## config.mk

```make
export PLATFORM = sky130hd
export DESIGN_NAME = lwe_decrypt_stream
export DESIGN_NICKNAME = d
export VERILOG_FILES = /design/src/rtl/lwe_decrypt_stream.sv
export SDC_FILE = /design/constraint.sdc
export NUM_CORES = 1
export LEC_CHECK = 0
export BUFFER_PORTS_ARGS = -buffer_cell sky130_fd_sc_hd__buf_4
export CORE_ASPECT_RATIO = 1.2
export CORE_UTILIZATION = 65
export DETAILED_ROUTE_END_ITERATION = 7
export GPL_TIMING_DRIVEN = 0
export MAX_ROUTING_LAYER = met4
export PLACE_DENSITY = 0.94
export REMOVE_ABC_BUFFERS = 1
export SLEW_MARGIN = 20
export SYNTH_ARGS = -nofsm -noshare
export SYNTH_HDL_FRONTEND = slang
export SYNTH_SLANG_ARGS = --single-unit
```

## constraint.sdc

```tcl
create_clock -name clk -period 15.1 [get_ports clk]
set_input_delay 0 -clock clk [delete_from_list [all_inputs] [get_ports clk]]
set_output_delay 0 -clock clk [all_outputs]
set_load 0.1 [all_outputs]
```

## src/rtl/lwe_decrypt_stream.sv

```systemverilog
// Streaming multi-lane LWE decryption: accumulates <a,s> over beats,
// subtracts it from the body word and rounds the phase to a symbol.
module lwe_decrypt_stream #(
   parameter int PLAINTEXT_WIDTH  = 6,
   parameter int CIPHERTEXT_WIDTH = 10,
   parameter int DIMENSION        = 10,
   parameter int LANES            = 2
) (
   input  logic                                clk,
   input  logic                                rst_n,
   input  logic                                clear,
   input  logic                                in_valid,
   output logic                                in_ready,
   input  logic [LANES*CIPHERTEXT_WIDTH-1:0]   sk_entries,
   input  logic [LANES*CIPHERTEXT_WIDTH-1:0]   ct_entries,
   input  logic                                raw_mode,
   output logic                                out_valid,
   input  logic                                out_ready,
   output logic [PLAINTEXT_WIDTH-1:0]          result,
   output logic [CIPHERTEXT_WIDTH-1:0]         phase
);

   localparam int CW    = CIPHERTEXT_WIDTH;
   localparam int PW    = PLAINTEXT_WIDTH;
   localparam int BEATS = DIMENSION / LANES;
   localparam int CNT_W = $clog2(BEATS + 1);

   localparam logic [1:0] S_ACCUM = 2'd0;
   localparam logic [1:0] S_BODY  = 2'd1;
   localparam logic [1:0] S_HOLD  = 2'd2;

   localparam logic [CNT_W-1:0] LAST = CNT_W'(BEATS - 1);
   localparam logic [CW-1:0]    HALF = CW'(2 ** (CW - PW - 1));

   logic [1:0]       state_q, state_d;
   logic [CW-1:0]    acc_q, acc_d;
   logic [CNT_W-1:0] cnt_q, cnt_d;
   logic [CW-1:0]    phase_q, phase_d;
   logic [PW-1:0]    result_q, result_d;

   logic [CW-1:0]    lane_sum;
   logic [2*CW-1:0]  prod;
   logic [2*CW-1:0]  sk_x, ct_x;
   logic [CW-1:0]    phase_nxt;
   logic [CW-1:0]    rnd;
   logic [PW-1:0]    res_nxt;
   logic             fire;

   assign in_ready  = (state_q != S_HOLD);
   assign out_valid = (state_q == S_HOLD);
   assign result    = result_q;
   assign phase     = phase_q;
   assign fire      = in_valid & in_ready;

   // Sum of per-lane products, each truncated to CW bits, wrapping mod q
   always_comb begin
      lane_sum = '0;
      prod     = '0;
      sk_x     = '0;
      ct_x     = '0;
      for (int i = 0; i < LANES; i++) begin
         sk_x     = {{CW{1'b0}}, sk_entries[i*CW +: CW]};
         ct_x     = {{CW{1'b0}}, ct_entries[i*CW +: CW]};
         prod     = sk_x * ct_x;
         lane_sum = lane_sum + prod[CW-1:0];
      end
   end

   // Phase of the body beat and its rounded (or raw) plaintext symbol
   always_comb begin
      phase_nxt = ct_entries[CW-1:0] - acc_q;
      rnd       = phase_nxt + HALF;
      res_nxt   = raw_mode ? phase_nxt[PW-1:0] : rnd[CW-1:CW-PW];
   end

   // Next-state logic: clear overrides everything, then the FSM
   always_comb begin
      state_d  = state_q;
      acc_d    = acc_q;
      cnt_d    = cnt_q;
      phase_d  = phase_q;
      result_d = result_q;
      if (clear) begin
         state_d = S_ACCUM;
         acc_d   = '0;
         cnt_d   = '0;
      end else begin
         case (state_q)
            S_ACCUM: begin
               if (fire) begin
                  acc_d = acc_q + lane_sum;
                  cnt_d = cnt_q + CNT_W'(1);
                  if (cnt_q == LAST) state_d = S_BODY;
               end
            end
            S_BODY: begin
               if (fire) begin
                  phase_d  = phase_nxt;
                  result_d = res_nxt;
                  state_d  = S_HOLD;
               end
            end
            S_HOLD: begin
               if (out_ready) begin
                  state_d = S_ACCUM;
                  acc_d   = '0;
                  cnt_d   = '0;
               end
            end
            default: begin
               state_d = S_ACCUM;
               acc_d   = '0;
               cnt_d   = '0;
            end
         endcase
      end
   end

   // State and datapath registers
   always_ff @(posedge clk or negedge rst_n) begin
      if (!rst_n) begin
         state_q  <= S_ACCUM;
         acc_q    <= '0;
         cnt_q    <= '0;
         phase_q  <= '0;
         result_q <= '0;
      end else begin
         state_q  <= state_d;
         acc_q    <= acc_d;
         cnt_q    <= cnt_d;
         phase_q  <= phase_d;
         result_q <= result_d;
      end
   end

endmodule

```

; ---- Yosys cells after proc, flatten, opt, wreduce, memory -nomap -nowiden
; Cells that the tools add are included.
[totals]
out_inout_bits = 18
inputBits = 46
elab_cells = 42
reg_bits = 31
[classes]
mux = 15
n_mul = 2
reduce_logical = 4
n_addsub = 5
bitwise_logic = 2
eq_ne = 9
[ops]
columns = op, n
row1 = $mux W10, 3
row2 = $pmux W10 S3, 1
row3 = $add A10 B10 Y10, 2
row4 = $mul A10 B10 Y10, 2
row5 = $add A10 B4 Y10 const B, 1
row6 = $mux W2, 5
row7 = $sub A10 B10 Y10, 1
row8 = $mux W3, 3
row9 = $ne A3 B3 Y1 const B, 3
row10 = $pmux W3 S3, 1
row11 = $mux W6, 1
row12 = $pmux W2 S3, 1
row13 = $reduce_and A3 Y1, 2
row14 = $ne A2 B2 Y1 const B, 2
row15 = $reduce_and A4 Y1, 1
row16 = $add A3 B1 Y3 const B, 1
row17 = $eq A3 B3 Y1 const B, 1
row18 = $ne A3 B2 Y1 const B, 1
row19 = $eq A2 B1 Y1 const B, 1
row20 = $eq A2 B2 Y1 const B, 1
row21 = $logic_not A2 Y1, 1
row22 = $and A1 B1 Y1, 1
row23 = $not A1 Y1, 1

; ---- Longest topological paths before layout
[depth]
depth_word = 6
ltp_mapped = 22
mapped_depth_nobuf = 21

; ---- Worst setup path before layout
; No wires, ideal clock.
[synth_timing]
kind = input to register
from = in ct_entries[11]
to = reg acc_q[9]
path_slack_ps = 10076
arrival_ps = 4903
path_stages = 19
cell_sequence = buf_2 nand2_1 fa_1 inv_1 fa_1 fa_1 fa_1 inv_1 fa_1 fa_1 fa_1 xor2_1 xnor2_1 xnor2_1 xnor2_1 xnor2_1 xnor2_1 xnor2_1 a22o_1
[synth_between]
elab_chain_cells = 6
[synth_lines]
columns = item, line_no
row1 = "start, declared", 15  ; input logic [LANES*CIPHERTEXT_WIDTH-1:0] ct_entries,
row2 = $mul A10 B10 Y10, 64  ; prod = sk_x * ct_x;
row3 = $add A10 B10 Y10, 65  ; lane_sum = lane_sum + prod[CW-1:0];
row4 = $add A10 B10 Y10, 91  ; acc_d = acc_q + lane_sum;
row5 = $mux W10, 90  ; if (fire) begin
row6 = $pmux W10 S3, 88  ; case (state_q)
row7 = $mux W10, 83  ; if (clear) begin
row8 = "end signal, assigned", 123  ; acc_q <= '0;
row9 = "end signal, assigned", 129  ; acc_q <= acc_d;
row10 = "end, declared", 36  ; logic [CW-1:0] acc_q, acc_d;
; No other way between the ends. The select of a mux whose other input is x is not followed.
; A chain may end at the register's enable or synchronous reset.

; ---- Final worst setup path
; Ends and elaborated chain as after synthesis.

==> metrics.log <==
[metrics] I/O Pins: 64
[metrics] total of max-cap violations: 0
[metrics] post-layout worst setup margin: 9918 ps
[metrics] fraction of synthesized cell area in xor and xnor cells: 9.523%
[metrics] number of levels the H-tree was split into: 2
[metrics] instance count along the most critical hold path: 3
[metrics] Setup crit end kind: flip-flop
[metrics] Max VDD drop: 0.1414 mV
[metrics] cell row count: 34
[metrics] Net count, final: 803
[metrics] synth top area cells: fa_1, dfrtp_1, ha_1
[metrics] die outline area: around 8000 um^2
[metrics] PD cells: 203.6 nW/um^2
[metrics] setup slack of the worst register-to-register path: approximately 10000 ps
[metrics] synthesized-area fraction occupied by ao, oa, aoi and oai cells: 7.593%
[metrics] number of standard cells after synthesis: between 500 and 600
[metrics] growth of design area from synthesis to finish: 14.07%
[metrics] DR vias: between 4000 and 5000
[metrics] TritonCTS buffer count: 5
[metrics] kind of critical path: input pin to flip-flop
[metrics] Crit Path Max Fanout: 9
[metrics] # Post-CTS Setup Buffers: 0
[metrics] setup repair after global routing missed its margin: false
[metrics] worst path required time: ~15000 ps
[metrics] core outline area: 7402 um^2
[metrics] worst setup skew after layout: 9.365 ps
[metrics] area leader, netlist: fa_1
[metrics] first-pass GRT wire length: 20.60 mm
[metrics] leak pwr: around 3.0 nW
[metrics] final period demand of the worst path: 5182 ps
[metrics] Max Clk Rate: 193.0 MHz
[metrics] Final setup violation count: 0
[metrics] aggregate global routing overflow: 0
[metrics] crit path launch type: input pin
[metrics] final antenna diode count: 0
[metrics] class of the worst hold path: input pin to flip-flop
[metrics] multiplexer share of the synthesized area: 0.5936%
[metrics] number of max-slew violations in the final report: 0
[metrics] post-layout power: 1.175 mW
[metrics] pin count of the biggest net entering global routing: 32
[metrics] Post-Synthesis Mean Instance Area: 8.922 um^2
[metrics] worst r2r dst: acc_q[9]$_DFFE_PN0P_
[metrics] clock insertion delay at the later pin of the skew report: approximately 290 ps
[metrics] multi-input gate area in the final layout: 3849 um^2
[metrics] share of synthesized cell area in and, or, nand and nor gates: 17.54%
[metrics] count of yosys warnings during synthesis: 0
[metrics] Initial DRC Count: 136
[metrics] final hold violation count: 0
[metrics] total length of routed wires: about 12 mm
[metrics] clock transition at the registers of the reported paths: approximately 70 ps
[metrics] master cell of the clock root buffer: clkbuf_8
[metrics] TritonCTS clock tree: done
[metrics] first element of the critical path: ct_entries[11]
[metrics] post-synthesis sequential area ratio: 15.34%
[metrics] number of I/O port buffers: 63
[metrics] area share of the largest cell type after synthesis: 26.12%
[metrics] number of distinct library cells after synthesis: 38
[metrics] reg-to-reg critical path startpoint: acc_q[5]$_DFFE_PN0P_
[metrics] normalized max-slew margin: a little under half
[metrics] antenna violations before repair: 0
[metrics] worst hold endpoint: result[5]$_DFFE_PN0P_
[metrics] area of the mapped netlist: 5059 um^2
[metrics] Die H: between 90 and 100 um
[metrics] drt pass-1 iters: 4
[metrics] clk buf depth: 2
[metrics] final weighted congestion of routability-driven global placement: 0.8708
[metrics] Fillers: 464
[metrics] final critical-path share of the clock period: 34.32%
[metrics] adder-cell share of the synthesized area: approximately 41%
[metrics] accumulated negative setup slack: 0 ps
[metrics] DRT antenna net count: 0
[metrics] Initial Utilization: 68.34%
[metrics] layout cells sized above 1: around 13%
[metrics] worst hold start: raw_mode
[metrics] result of the run: completed
[metrics] Data arrival, critical path: ~5400 ps
[metrics] main combinational cell family by area after synthesis: adder cells
[metrics] Sinks on Clock Net: 31
[metrics] Wirelength per Cell: 16.79 um
[metrics] overall fraction of global-route tracks in use: about a third
[metrics] Worst Tran Pin Value: 803.4 ps
[metrics] horizontal die dimension: just over 80 um
[metrics] Detailed Place HPWL: 9.804 mm
[metrics] worst slack at placement: 9634 ps
[metrics] DR vias/cell: between 5 and 6
[metrics] area taken by flip-flops and latches: 775.7 um^2
[metrics] cell count of the worst reg-to-reg path: 18
[metrics] number of global-route vias before repair: 4718
[metrics] number of remaining DRC errors: 0
[metrics] post-synthesis register bit count: 31
-- sequential cells by signal, indices dropped and copies added, names as in the netlist --
| name | flops |
|---|---|
| acc_q | 10 |
| phase | 10 |
| result | 6 |
| cnt_q | 3 |
| state_q | 2 |
-- critical path: stages --
cell and delay [ps]:
buf_4 160, nand2_1 90, fa_1 540, inv_1 50, fa_1 490, fa_1 520
fa_1 520, inv_1 60, fa_1 480, fa_1 540, fa_1 460, xor2_1 170
xnor2_1 190, xnor2_1 150, xnor2_1 150, xnor2_1 110, xnor2_1 320, xnor2_1 110
a22o_1 230
-- cell usage after synthesis (all sizes together) --
cell type	n
nor4	1
dfrtp	31
nand2	93
nand4	1
nor3b	1
ha	59
o21ai	16
nor4b	1
a22oi	1
nand2b	2
o2bb2ai	1
nor2b	4
clkbuf	8
buf	1
a21o	4
and2	53
or3	1
o31ai	1
a21oi	7
mux2i	3
a2bb2oi	2
o21a	7
o31a	1
nand3b	2
or2	2
xnor2	41
nand3	5
a22o	11
nor2	9
inv	108
fa	66
and3	1
nor3	7
a31oi	2
xor2	14
-- per-layer routing --
| metal | up-vias | track usage, % | part of all wire [%] |
|---|---|---|---|
| met3 | 38 | 3.426 | 5.4 |
| met2 | 160 | 63.32 | 55 |
| met4 | 0 | 14.06 | 3.6 |
| met5 | - | - | 0 |
| met1 | 2028 | 36.49 | 36 |
| li1 | 1886 | - | - |
-- stage by stage --
stage / cell area (um^2) / utilization (%) / hold WS [ps] / instances
after floorplan: 5024 / - / -295.6 / 558
after global placement: 5609 / 75.78 / -48.51 / 711
after detailed placement: 5623 / 75.96 / -42.26 / 712
after CTS: 5771 / 77.96 / 67.04 / 723
after global routing: 5771 / 77.96 / 91.16 / 723
final: 5771 / 77.96 / 81.13 / 723
-- placed cells by master, fill, tap and decap left out, drive strengths merged, types with 3 or more instances in the layout --
| cell type | Yosys | layout |
|---|---|---|
| nor3 | 7 | 7 |
| dlygate4sd3 | 0 | 3 |
| dfrtp | 31 | 31 |
| a22o | 11 | 11 |
| mux2i | 3 | 3 |
| and2 | 53 | 53 |
| o21a | 7 | 7 |
| xnor2 | 41 | 41 |
| a21oi | 7 | 7 |
| xor2 | 14 | 14 |
| nand2 | 93 | 93 |
| buf | 1 | 64 |
| inv | 108 | 108 |
| fa | 66 | 66 |
| ha | 59 | 59 |
| nor2b | 4 | 4 |
| clkbuf | 8 | 6 |
| o21ai | 16 | 16 |
| a21o | 4 | 4 |
| nor2 | 9 | 9 |
| nand3 | 5 | 5 |
-- layout make-up --
class | instances | area share [%]
timing repair buffer | 67 | 8.847
clock buffer | 6 | 1.431
sequential | 31 | 13.44
inverter | 108 | 7.025
tap | 90 | 1.951
clock inverter | 2 | 0.6071
multi-input combinational | 419 | 66.70
-- cells by family (layout without fill, tap and decap cells) --
kind of cell | count (synthesis) | count (layout)
xor+xnor | 55 | 55
flops | 31 | 31
simple gates | 183 | 183
buf+inv | 117 | 183
compound gates | 53 | 53
fa+ha+maj | 125 | 125
mux | 3 | 3
-- worst max path at each step --
stage / end / slack, ps / cells past startpoint
final: acc_q[9]$_DFFE_PN0P_ / 9920 / 19
after global routing: acc_q[9]$_DFFE_PN0P_ / 9720 / 18
after CTS: acc_q[9]$_DFFE_PN0P_ / 9900 / 19
after detailed placement: acc_q[9]$_DFFE_PN0P_ / 9630 / 19
after global placement: acc_q[9]$_DFFE_PN0P_ / 9700 / 19
after floorplan: acc_q[9]$_DFFE_PN0P_ / 10240 / 18
-- repair_timing --
item / 4_1_cts / 5_1_grt
hold endpoints to repair: 34 / 0
gates resized for setup: 0 / 0
hold buffers: 3 / 0
setup endpoints to repair: 0 / 0
-- power by group --
part	switching (mW)	total, mW	internal [mW]
Clock	0.0329	0.0862	0.0534
Sequential	0.0113	0.108	0.0962
Combinational	0.533	0.981	0.448
Total	0.577	1.17	0.598
Power figures use the tool's default switching activity.
